===== src/rtl/tdm_demux_if.sv =====
// Bus bundle for the TDM demultiplexer: the sample stream in and the frame out.
// Handshake: a sample transfers on every rising edge where din_valid=1. There is
// no back-pressure, so the sink always accepts. din_sync qualifies din as slot 0
// and has no meaning while din_valid=0. frame_valid and frame_err are single-cycle
// pulses. dout is stable between frame_valid pulses.
interface tdm_demux_if #(
    parameter int CH    = 4,
    parameter int WIDTH = 8
);
    logic [WIDTH-1:0]    din;
    logic                din_valid;
    logic                din_sync;
    logic [CH*WIDTH-1:0] dout;
    logic                frame_valid;
    logic                frame_err;
    logic                locked;

    // The sample source and frame consumer side.
    modport master (
        output din, din_valid, din_sync,
        input  dout, frame_valid, frame_err, locked
    );

    // The demultiplexer side.
    modport slave (
        input  din, din_valid, din_sync,
        output dout, frame_valid, frame_err, locked
    );
endinterface


===== src/rtl/tdm_demux.sv =====
// Time-division demultiplexer. Consecutive samples are written into CH slots of a
// capture register. A complete frame is copied to dout with a one-cycle
// frame_valid. A sync strobe aligns slot 0. A sync that arrives mid-frame restarts
// the frame and raises frame_err.
module tdm_demux #(
    parameter int CH    = 4,
    parameter int WIDTH = 8
) (
    input  logic        clk,
    input  logic        rst_n,
    tdm_demux_if.slave  bus,
    output logic        dbg_state    // 0 = HUNT, 1 = RUN
);
    localparam int CW = (CH > 2) ? $clog2(CH) : 1;

    typedef enum logic {
        HUNT = 1'b0,
        RUN  = 1'b1
    } state_t;

    state_t              state_q, state_d;
    logic [CW-1:0]       cnt_q, cnt_d;
    logic [CH*WIDTH-1:0] cap_q, cap_d;
    logic [CH*WIDTH-1:0] dout_q, dout_d;
    logic                fv_q, fv_d;
    logic                fe_q, fe_d;

    logic                accept;
    logic [CW-1:0]       slot;
    int                  slot_idx;

    // State, counter, capture and output registers.
    always_ff @(posedge clk) begin
        if (!rst_n) begin
            state_q <= HUNT;
            cnt_q   <= '0;
            cap_q   <= '0;
            dout_q  <= '0;
            fv_q    <= 1'b0;
            fe_q    <= 1'b0;
        end else begin
            state_q <= state_d;
            cnt_q   <= cnt_d;
            cap_q   <= cap_d;
            dout_q  <= dout_d;
            fv_q    <= fv_d;
            fe_q    <= fe_d;
        end
    end

    // Next-state logic. A sync always targets slot 0. Otherwise the running
    // counter picks the slot. In HUNT, only a sync is accepted.
    always_comb begin
        state_d  = state_q;
        cnt_d    = cnt_q;
        cap_d    = cap_q;
        dout_d   = dout_q;
        fv_d     = 1'b0;
        fe_d     = 1'b0;
        accept   = 1'b0;
        slot     = cnt_q;
        slot_idx = 0;

        if (bus.din_valid) begin
            case (state_q)
                HUNT:    accept = bus.din_sync;
                RUN:     accept = 1'b1;
                default: accept = 1'b0;
            endcase

            // A mid-frame sync drops the partial frame by restarting at slot 0.
            if (state_q == RUN && bus.din_sync && cnt_q != '0) begin
                fe_d = 1'b1;
            end

            if (accept) begin
                slot     = bus.din_sync ? '0 : cnt_q;
                slot_idx = int'(slot);
                cap_d[slot_idx*WIDTH +: WIDTH] = bus.din;
                state_d  = RUN;
                // A sync never lands on slot CH-1 because CH >= 2, so a
                // resync at that position cannot complete a frame.
                if (slot == CW'(CH - 1)) begin
                    dout_d = cap_d;
                    fv_d   = 1'b1;
                    cnt_d  = '0;
                end else begin
                    cnt_d  = slot + CW'(1);
                end
            end
        end
    end

    assign bus.dout        = dout_q;
    assign bus.frame_valid = fv_q;
    assign bus.frame_err   = fe_q;
    assign bus.locked      = (state_q == RUN);
    assign dbg_state       = (state_q == RUN);
endmodule


===== src/flat_wrapper.sv =====
// flat-port wrapper written by rule: the top's interface ports become plain ports
module tdm_demux_flat 
#(
    parameter int CH    = 4,
    parameter int WIDTH = 8
)
  (clk, rst_n, dbg_state, bus_din, bus_din_valid, bus_din_sync, bus_dout, bus_frame_valid, bus_frame_err, bus_locked);
  tdm_demux_if #(.CH(CH), .WIDTH(WIDTH)) bus_i ();
  input  logic clk;
  input  logic rst_n;
  output logic dbg_state;
  input wire logic [$bits(bus_i.din)-1:0] bus_din;
  input wire logic [$bits(bus_i.din_valid)-1:0] bus_din_valid;
  input wire logic [$bits(bus_i.din_sync)-1:0] bus_din_sync;
  output wire logic [$bits(bus_i.dout)-1:0] bus_dout;
  output wire logic [$bits(bus_i.frame_valid)-1:0] bus_frame_valid;
  output wire logic [$bits(bus_i.frame_err)-1:0] bus_frame_err;
  output wire logic [$bits(bus_i.locked)-1:0] bus_locked;
  assign bus_i.din = bus_din;
  assign bus_i.din_valid = bus_din_valid;
  assign bus_i.din_sync = bus_din_sync;
  assign bus_dout = bus_i.dout;
  assign bus_frame_valid = bus_i.frame_valid;
  assign bus_frame_err = bus_i.frame_err;
  assign bus_locked = bus_i.locked;
  tdm_demux #(.CH(CH), .WIDTH(WIDTH)) u_core (.clk(clk), .rst_n(rst_n), .bus(bus_i), .dbg_state(dbg_state));
endmodule

===== config.mk =====
export PLATFORM = sky130hd
export DESIGN_NAME = tdm_demux_flat
export DESIGN_NICKNAME = d
export VERILOG_FILES = /design/src/rtl/tdm_demux_if.sv /design/src/rtl/tdm_demux.sv /design/src/flat_wrapper.sv
export SDC_FILE = /design/constraint.sdc
export NUM_CORES = 1
export LEC_CHECK = 0
export ABC_AREA = 1
export CORE_ASPECT_RATIO = 0.7
export CORE_MARGIN = 2
export CORE_UTILIZATION = 50
export CTS_BUF_LIST = sky130_fd_sc_hd__clkbuf_2 sky130_fd_sc_hd__clkbuf_4 sky130_fd_sc_hd__clkbuf_8
export CTS_CLUSTER_SIZE = 25
export DETAILED_ROUTE_END_ITERATION = 10
export DONT_BUFFER_PORTS = 1
export PLACE_DENSITY_LB_ADDON = 0.12
export REMOVE_ABC_BUFFERS = 1
export SYNTH_ARGS = -nofsm -noshare
export SYNTH_HDL_FRONTEND = slang
export SYNTH_SLANG_ARGS = --single-unit
export TNS_END_PERCENT = 50

===== constraint.sdc =====
create_clock -name clk -period 3.7 [get_ports clk]
set_clock_uncertainty 0.2 [all_clocks]
set_input_delay 0.74 -clock clk [delete_from_list [all_inputs] [get_ports clk]]
set_output_delay 0.74 -clock clk [all_outputs]
set_load 0.1 [all_outputs]

==> Yosys cells after proc, flatten, opt, wreduce, memory -nomap -nowiden <==
Index checks and enable logic that the tools add are counted.
{ "word_totals": {"reg_bits": 69, "out_inout_bits": 36, "elab_cells": 26} }
{ "op_classes": {"add_sub_neg": 2, "n_eq_ne": 1, "shift": 2, "muxes": 7, "n_bitwise": 1, "n_reduce_logical": 7} }
{ "ops": {"columns": ["cell", "count"], "rows": [
  ["$neg 5->33", 1],
  ["$shift 8x33->32 const A", 1],
  ["$shiftx 8x33->32", 1],
  ["$bwmux 32", 1],
  ["$reduce_and 3->1", 2],
  ["$mux 2", 2],
  ["$reduce_and 2->1", 2],
  ["$mux 1", 3],
  ["$add 2x1->2 const B", 1],
  ["$eq 2x2->1 const B", 1],
  ["$logic_and 1x1->1", 2],
  ["$pmux 1 s2", 1],
  ["$reduce_bool 2->1", 1],
  ["$not 1->1", 1]
]} }

==> Logic depth before layout (Yosys ltp) <==
Gate-level depths: netlist of run 1.
{ "depth": {"ltp_word": 4, "depth_mapped": 12, "ltp_nobuf": 10} }

==> Worst setup path before layout of run 1 <==
No wires, ideal clock.
{ "synth_timing": {"kind": "register -> output", "startpoint": "register u_core.state_q (netlist: u_core.bus.locked)", "endpoint": "output dbg_state", "arrival_time_ns": 1.456, "path_slack_ns": 1.304, "stages_incl_launch_ff": 2, "path_buffers": 1, "cell_sequence": "dfxtp_1 -> buf_4"} }
{ "synth_rtl": {"columns": ["item", "line", "rtl"], "rows": [
  ["start: declaration", "tdm_demux.sv:21", "state_t state_q, state_d;"],
  ["start signal: assignment", "tdm_demux.sv:42", "state_q <= state_d;"],
  ["end: declaration", "flat_wrapper.sv:11", "output logic dbg_state;"]
]} }
No word-level cell between the ends.

==> Worst setup path in the final report of run 1 <==
{ "layout_timing": {"startpoint": "register u_core.cnt_q[0]", "endpoint": "register u_core.dout_q[2] (netlist: u_core.bus.dout[2])"} }
{ "layout_via": {"elab_chain_len": 4, "elab_cells_between_ends": 7, "classes_between": "add/sub (1); eq/ne (1); shift (2); mux (2); reduce/logical (1)"} }
{ "layout_lines": {"columns": ["item", "line", "rtl"], "rows": [
  ["start: declaration", "tdm_demux.sv:22", "logic [CW-1:0] cnt_q, cnt_d;"],
  ["start signal: assignment", "tdm_demux.sv:43", "cnt_q <= cnt_d;"],
  ["$mux 2 (*)", "tdm_demux.sv:77", "slot = bus.din_sync ? '0 : cnt_q;"],
  ["$neg 5->33", "tdm_demux.sv:79", "cap_d[slot_idx*WIDTH +: WIDTH] = bus.din;"],
  ["$shiftx 8x33->32 or $shift 8x33->32 (tied branches)", "tdm_demux.sv:79", null],
  ["$bwmux 32", "tdm_demux.sv:79", null],
  ["end signal: assignment", "tdm_demux.sv:45", "dout_q <= dout_d;"],
  ["end: declaration", "tdm_demux.sv:24", "logic [CH*WIDTH-1:0] dout_q, dout_d;"]
]} }
Mark *: on every way between the ends. The rest lies on a longest branch, timed or not.
A chain may end at the register's enable or synchronous reset.

==> flow_summary.ini, run 1 <==
[synth]
synth_edf_count = 0
netlist_area_mm2 = 0.00304
syn_area_per_cell_um2 = 6.60
ys_seq_area_share_pct = 40.2
async_flop_share_pct = 0
yosysWarnings = 0
yosysTopAreaCellShare_pct = 40.2
yosysTopAreaCell = dfxtp_1
ys_types = 20
netlist_top_cells_count = 109 x nor2_1, 101 x nand2_1, 61 x dfxtp_1, 56 x nand3_1, 55 x inv_1
synth_ff_type = dfxtp_1
yosysMostFrequentCell = nor2_1
ys_ff_latch = 61
synthCells = 460
synthTopCellsByArea = dfxtp_1 40%, nor2_1 13%, nand2_1 12%, nand3_1 9.2%, inv_1 6.8%

[detailed_routing]
drc = 0
drt_pre_antenna_iters = 4
drtAntennaViolNets = 0
via_per_inst = 4.94
dr.first_iter.drc_count = 124
drt_wl_total_um = 6560
vias = 2621
wl_per_cell_um = 12.4

[global_routing]
grt_pass1_vias = 2522
antenna_found_initial = 0
grt_max_degree = 37
grt_usage_pct = 21.1
gr-total-overflow = 0
grt_pass1_wl_um = 11500

[power_and_ir_drop]
finalPower_mw = 1.51
power.density_mw_per_mm2 = 470
ir_drop_mv = 0.229
p_leak_nw = 1.60

[setup_path]
critPathKind = reg -> reg
timing.critical_path.buf_inv = 3
worstPathCellList = inv_1 > nor2_2 > ha_1 > nand2_1 > nor2_4 > buf_12 > nor2_1 > nor2_1 > nand2_1 > inv_1
worstPathRequired_ns = 3.78
crit_path_end_kind = flop
path_max_fanout = 32
worstSetupStartpointType = flop
critPathSlowestCell = nor2_4
critPathTopFamily = simple AND/OR/NAND/NOR gates
arrival_ns = 2.63
max_stage_delay_ns = 0.55

[floorplan]
num_io_pins = 48
die_h_um = 69.2
core.rowCount = 23
die_w_um = 97.1
dieArea_mm2 = 0.00672
start_util_pct = 52.5
core_mm2 = 0.00578

[clocking]
cts_tree = built
clkTransAtPathRegs_ns = 0.07
post-cts-setup-buffers = 0
ctsRootBufferMaster = clkbuf_8
cts-buffers-inserted = 9
insertion_delay_ns = 0.34
cts_resized = 0
cts.sinks = 61
hold_buffers = 0
clock_path_buffers = 2
htreeDepth = 3

[placed_design]
post-place-ws_ns = 0.894
gp_congestion = 0.826
dp_hpwl_um = 4530
port_buffers = 0
dpl-instance-area_mm2 = 0.00300

[sta]
tns_ns = 0
max_freq_mhz = 393
post-route-period-util_pct = 68.9
holdWs_ns = 0.341
finalSetupViolations = 0
setup_slack_ns = 1.15
drv_slew = 0
hold_viol = 0
slew_headroom_pct = 33.5
rsz0062_at_grt = false
min_period_ns = 2.55
worst_slew_pin_slew_ns = 0.996

[cells_and_area]
n_antenna_cell = 0
final_nets = 469
drive_gt1_share_pct = 10.3
syn_to_final_growth_pct = 6.10
post-route-cell-area_mm2 = 0.00322

[min_path]
hold_class = in -> reg

[flow_run]
drv_cap = 0

[run_status]
status = finished, final reports clean
## per-stage QoR
stage                     std cells  utilization, %
after global routing            531            55.7
after global placement          516            51.9
after CTS                       531            55.7
after detailed placement        516            51.9
final                           531            55.7
after floorplan                 437               -
## worst paths after layout
check / from / endpoint / slack [ns] / depth (start not counted)
worst max register to register: u_core.cnt_q[0] / u_core.bus.dout[2] / 1.15 / 10
worst max-delay path: u_core.cnt_q[0] / u_core.bus.dout[2] / 1.15 / 10
worst min register to register: u_core.cnt_q[1] / u_core.bus.frame_err / 0.34 / 2
worst min-delay path: rst_n / u_core.bus.dout[30] / 0.34 / 2
## area by class of cell
class	count	area, um2
fill	565	2560
multi-input combinational	317	1420
sequential	61	1220
inverter	59	221
clock buffer	11	145
tap	75	93.8
clock inverter	4	72.6
timing repair buffer	4	42.5
## kinds of logic (layout without fill, tap and decap cells)
family | count (synthesis) | after routing | synth area share [%]
buffers and inverters | 82 | 78 | 12.9
AND/OR/NAND/NOR | 292 | 292 | 41.5
AO/OA/AOI/OAI | 20 | 20 | 3.30
adder cells (fa/ha/maj) | 5 | 5 | 2.06
flip-flops | 61 | 61 | 40.2
## layer usage
metal	vias up	GRT usage, %	wire, um
met4	0	7.51	51
met1	1164	27.5	3210
met2	75	32.6	2770
li1	1378	-	-
met3	4	7.26	530
met5	-	0	0
## registers in the layout, summed over array words and instances (netlist names)
name,cells
u_core.bus.frame_valid,1
u_core.bus.frame_err,1
u_core.bus.dout,32
u_core.cnt_q,2
u_core.bus.locked,1
u_core.cap_q,24
## layout by cell type (no fill, tap or decap)
master	n
nand2_1	101
nand3_1	56
clkinv_1	2
nor2_1	109
nor2_2	19
clkinvlp_4	1
nand2_4	1
clkbuf_4	1
nand4_1	1
dfxtp_2	1
buf_4	3
o21ai_0	10
nor2_4	5
ha_1	5
clkbuf_8	10
bufinv_16	2
a21oi_1	10
clkinv_2	1
dfxtp_1	60
buf_12	1
inv_1	55
inv_2	2
## power by group
| part | switching [mW] | leakage, nW | internal (mW) |
|---|---|---|---|
| logic | 0.110 | 0.993 | 0.0453 |
| registers | 0.0244 | 0.497 | 0.682 |
| clock network | 0.251 | 0.109 | 0.400 |
No activity file was read; power rests on OpenSTA's default activity.
==> run 2, diff against run 1 <==
Clock period 3.7 ns to 2.4 ns, I/O delays scaled along.
==> run 2 against run 1 <==
Compared with the run above: final area is 7.9% higher; global-route usage decreased by 0.12 points; final cell count up 7.0%.
==> flow_summary.ini, run 2 (synthesis gave the netlist of run 1 again) <==
[run_status]
status = finished, final reports clean

[clocking]
cts_resized = 0
ctsRootBufferMaster = clkbuf_8
cts.sinks = 61
cts_tree = built
cts-buffers-inserted = 9
htreeDepth = 3
insertion_delay_ns = 0.34
post-cts-setup-buffers = 0
hold_buffers = 0
clock_path_buffers = 2
clkTransAtPathRegs_ns = 0.06

[floorplan]
dieArea_mm2 = 0.00672
start_util_pct = 52.5
die_w_um = 97.1
die_h_um = 69.2
num_io_pins = 48
core.rowCount = 23
core_mm2 = 0.00578

[global_routing]
grt_usage_pct = 20.9
grt_max_degree = 54
gr-total-overflow = 0
grt_pass1_wl_um = 11400
antenna_found_initial = 0
grt_pass1_vias = 2455

[placed_design]
dp_hpwl_um = 4800
gp_congestion = 0.824
port_buffers = 0
post-place-ws_ns = 0.310
dpl-instance-area_mm2 = 0.00329
placedCellCount = 554

[sta]
min_period_ns = 1.99
tns_ns = 0
worst_slew_pin_slew_ns = 0.560
max_freq_mhz = 503
post-route-period-util_pct = 82.9
rsz0062_at_grt = false
hold_viol = 0
setup_slack_ns = 0.411
drv_slew = 0
finalSetupViolations = 0
slew_headroom_pct = 62.7

[cells_and_area]
most-common-layout-cells = 109 x nor2_1, 101 x nand2_1, 60 x dfxtp_1
drive_gt1_share_pct = 17.0
post-route-cell-area_mm2 = 0.00348
syn_to_final_growth_pct = 14.5
final_cells = 568
largest_register_ffs = 32
n_antenna_cell = 0
final_nets = 507
final_common_cell = nor2_1

[power_and_ir_drop]
ir_drop_mv = 0.427
power.density_mw_per_mm2 = 641
p_leak_nw = 1.79
finalPower_mw = 2.23

[setup_path]
critPathTopFamily = simple AND/OR/NAND/NOR gates
timing.critical_path.buf_inv = 1
r2r_end = u_core.cap_q[6]
worstPathCellList = nand2_4 > ha_1 > nor2_1 > nand3_1 > nand3_1 > nand2_1 > inv_1
reg2reg_depth = 7
timing.rr.start = u_core.cnt_q[0]
critPathKind = reg -> reg
worstPathRequired_ns = 2.49
critPathSlowestCell = dfxtp_1
max_stage_delay_ns = 0.42
crit_end = u_core.cap_q[6]
arrival_ns = 2.08
worstSetupStartpointType = flop
path_common_cell = nand3_1
cp_num_cells = 7
critPathLaunch = u_core.cnt_q[0]
crit_path_end_kind = flop
path_max_fanout = 19
r2r_slack_ns = 0.41

[min_path]
worstHoldStart = rst_n
hold-path-cell-count = 2
hold_class = in -> reg

[detailed_routing]
vias = 2748
via_per_inst = 4.84
drt_pre_antenna_iters = 5
drt_wl_total_um = 6800
drtAntennaViolNets = 0
dr.first_iter.drc_count = 103
wl_per_cell_um = 12.0
drc = 0

[flow_run]
drv_cap = 0
-- run 2: cell types whose count changed in the layout (fill, tap and decap cells not counted), sizes merged --
cell | before | now
clkbuf | 11 | 12
clkinvlp | 1 | 0
buf | 4 | 42
bufinv | 2 | 1
-- run 2: report_power, final --
group	switching [mW]	internal, mW
Combinational	0.184	0.0763
Sequential	0.0213	1.05
Clock	0.377	0.518
-- run 2: per-stage QoR --
stage                     util, %  hold WS (ns)
after floorplan                 -         0.273
after global placement       56.9         0.314
after detailed placement     56.9         0.311
after CTS                    60.1        0.0667
after global routing         60.1        0.0621
final                        60.1        0.0804
-- run 2: worst min path at each step --
stage,end,slack (ns)
final,u_core.bus.dout[29],0.08
after global routing,u_core.bus.dout[26],0.06
after CTS,u_core.bus.dout[25],0.07
after detailed placement,u_core.bus.frame_err,0.31
after global placement,u_core.bus.dout[26],0.31
after floorplan,u_core.bus.frame_err,0.27
-- run 2: layout make-up --
type                    count  area [um2]
flip-flops and latches     61        1220
clock inverters             2        35.0
well taps                  75        93.8
inverters                  59         221
multi-input cells         317        1420
repair buffers             42         328
clock buffers              12         153
fillers                   563        2310
-- run 2: layer usage --
metal / GRT usage [%] / wire, um
met5: 0 / 0
met4: 5.16 / 106
met3: 8.17 / 460
met2: 32.2 / 2940
met1: 27.8 / 3300
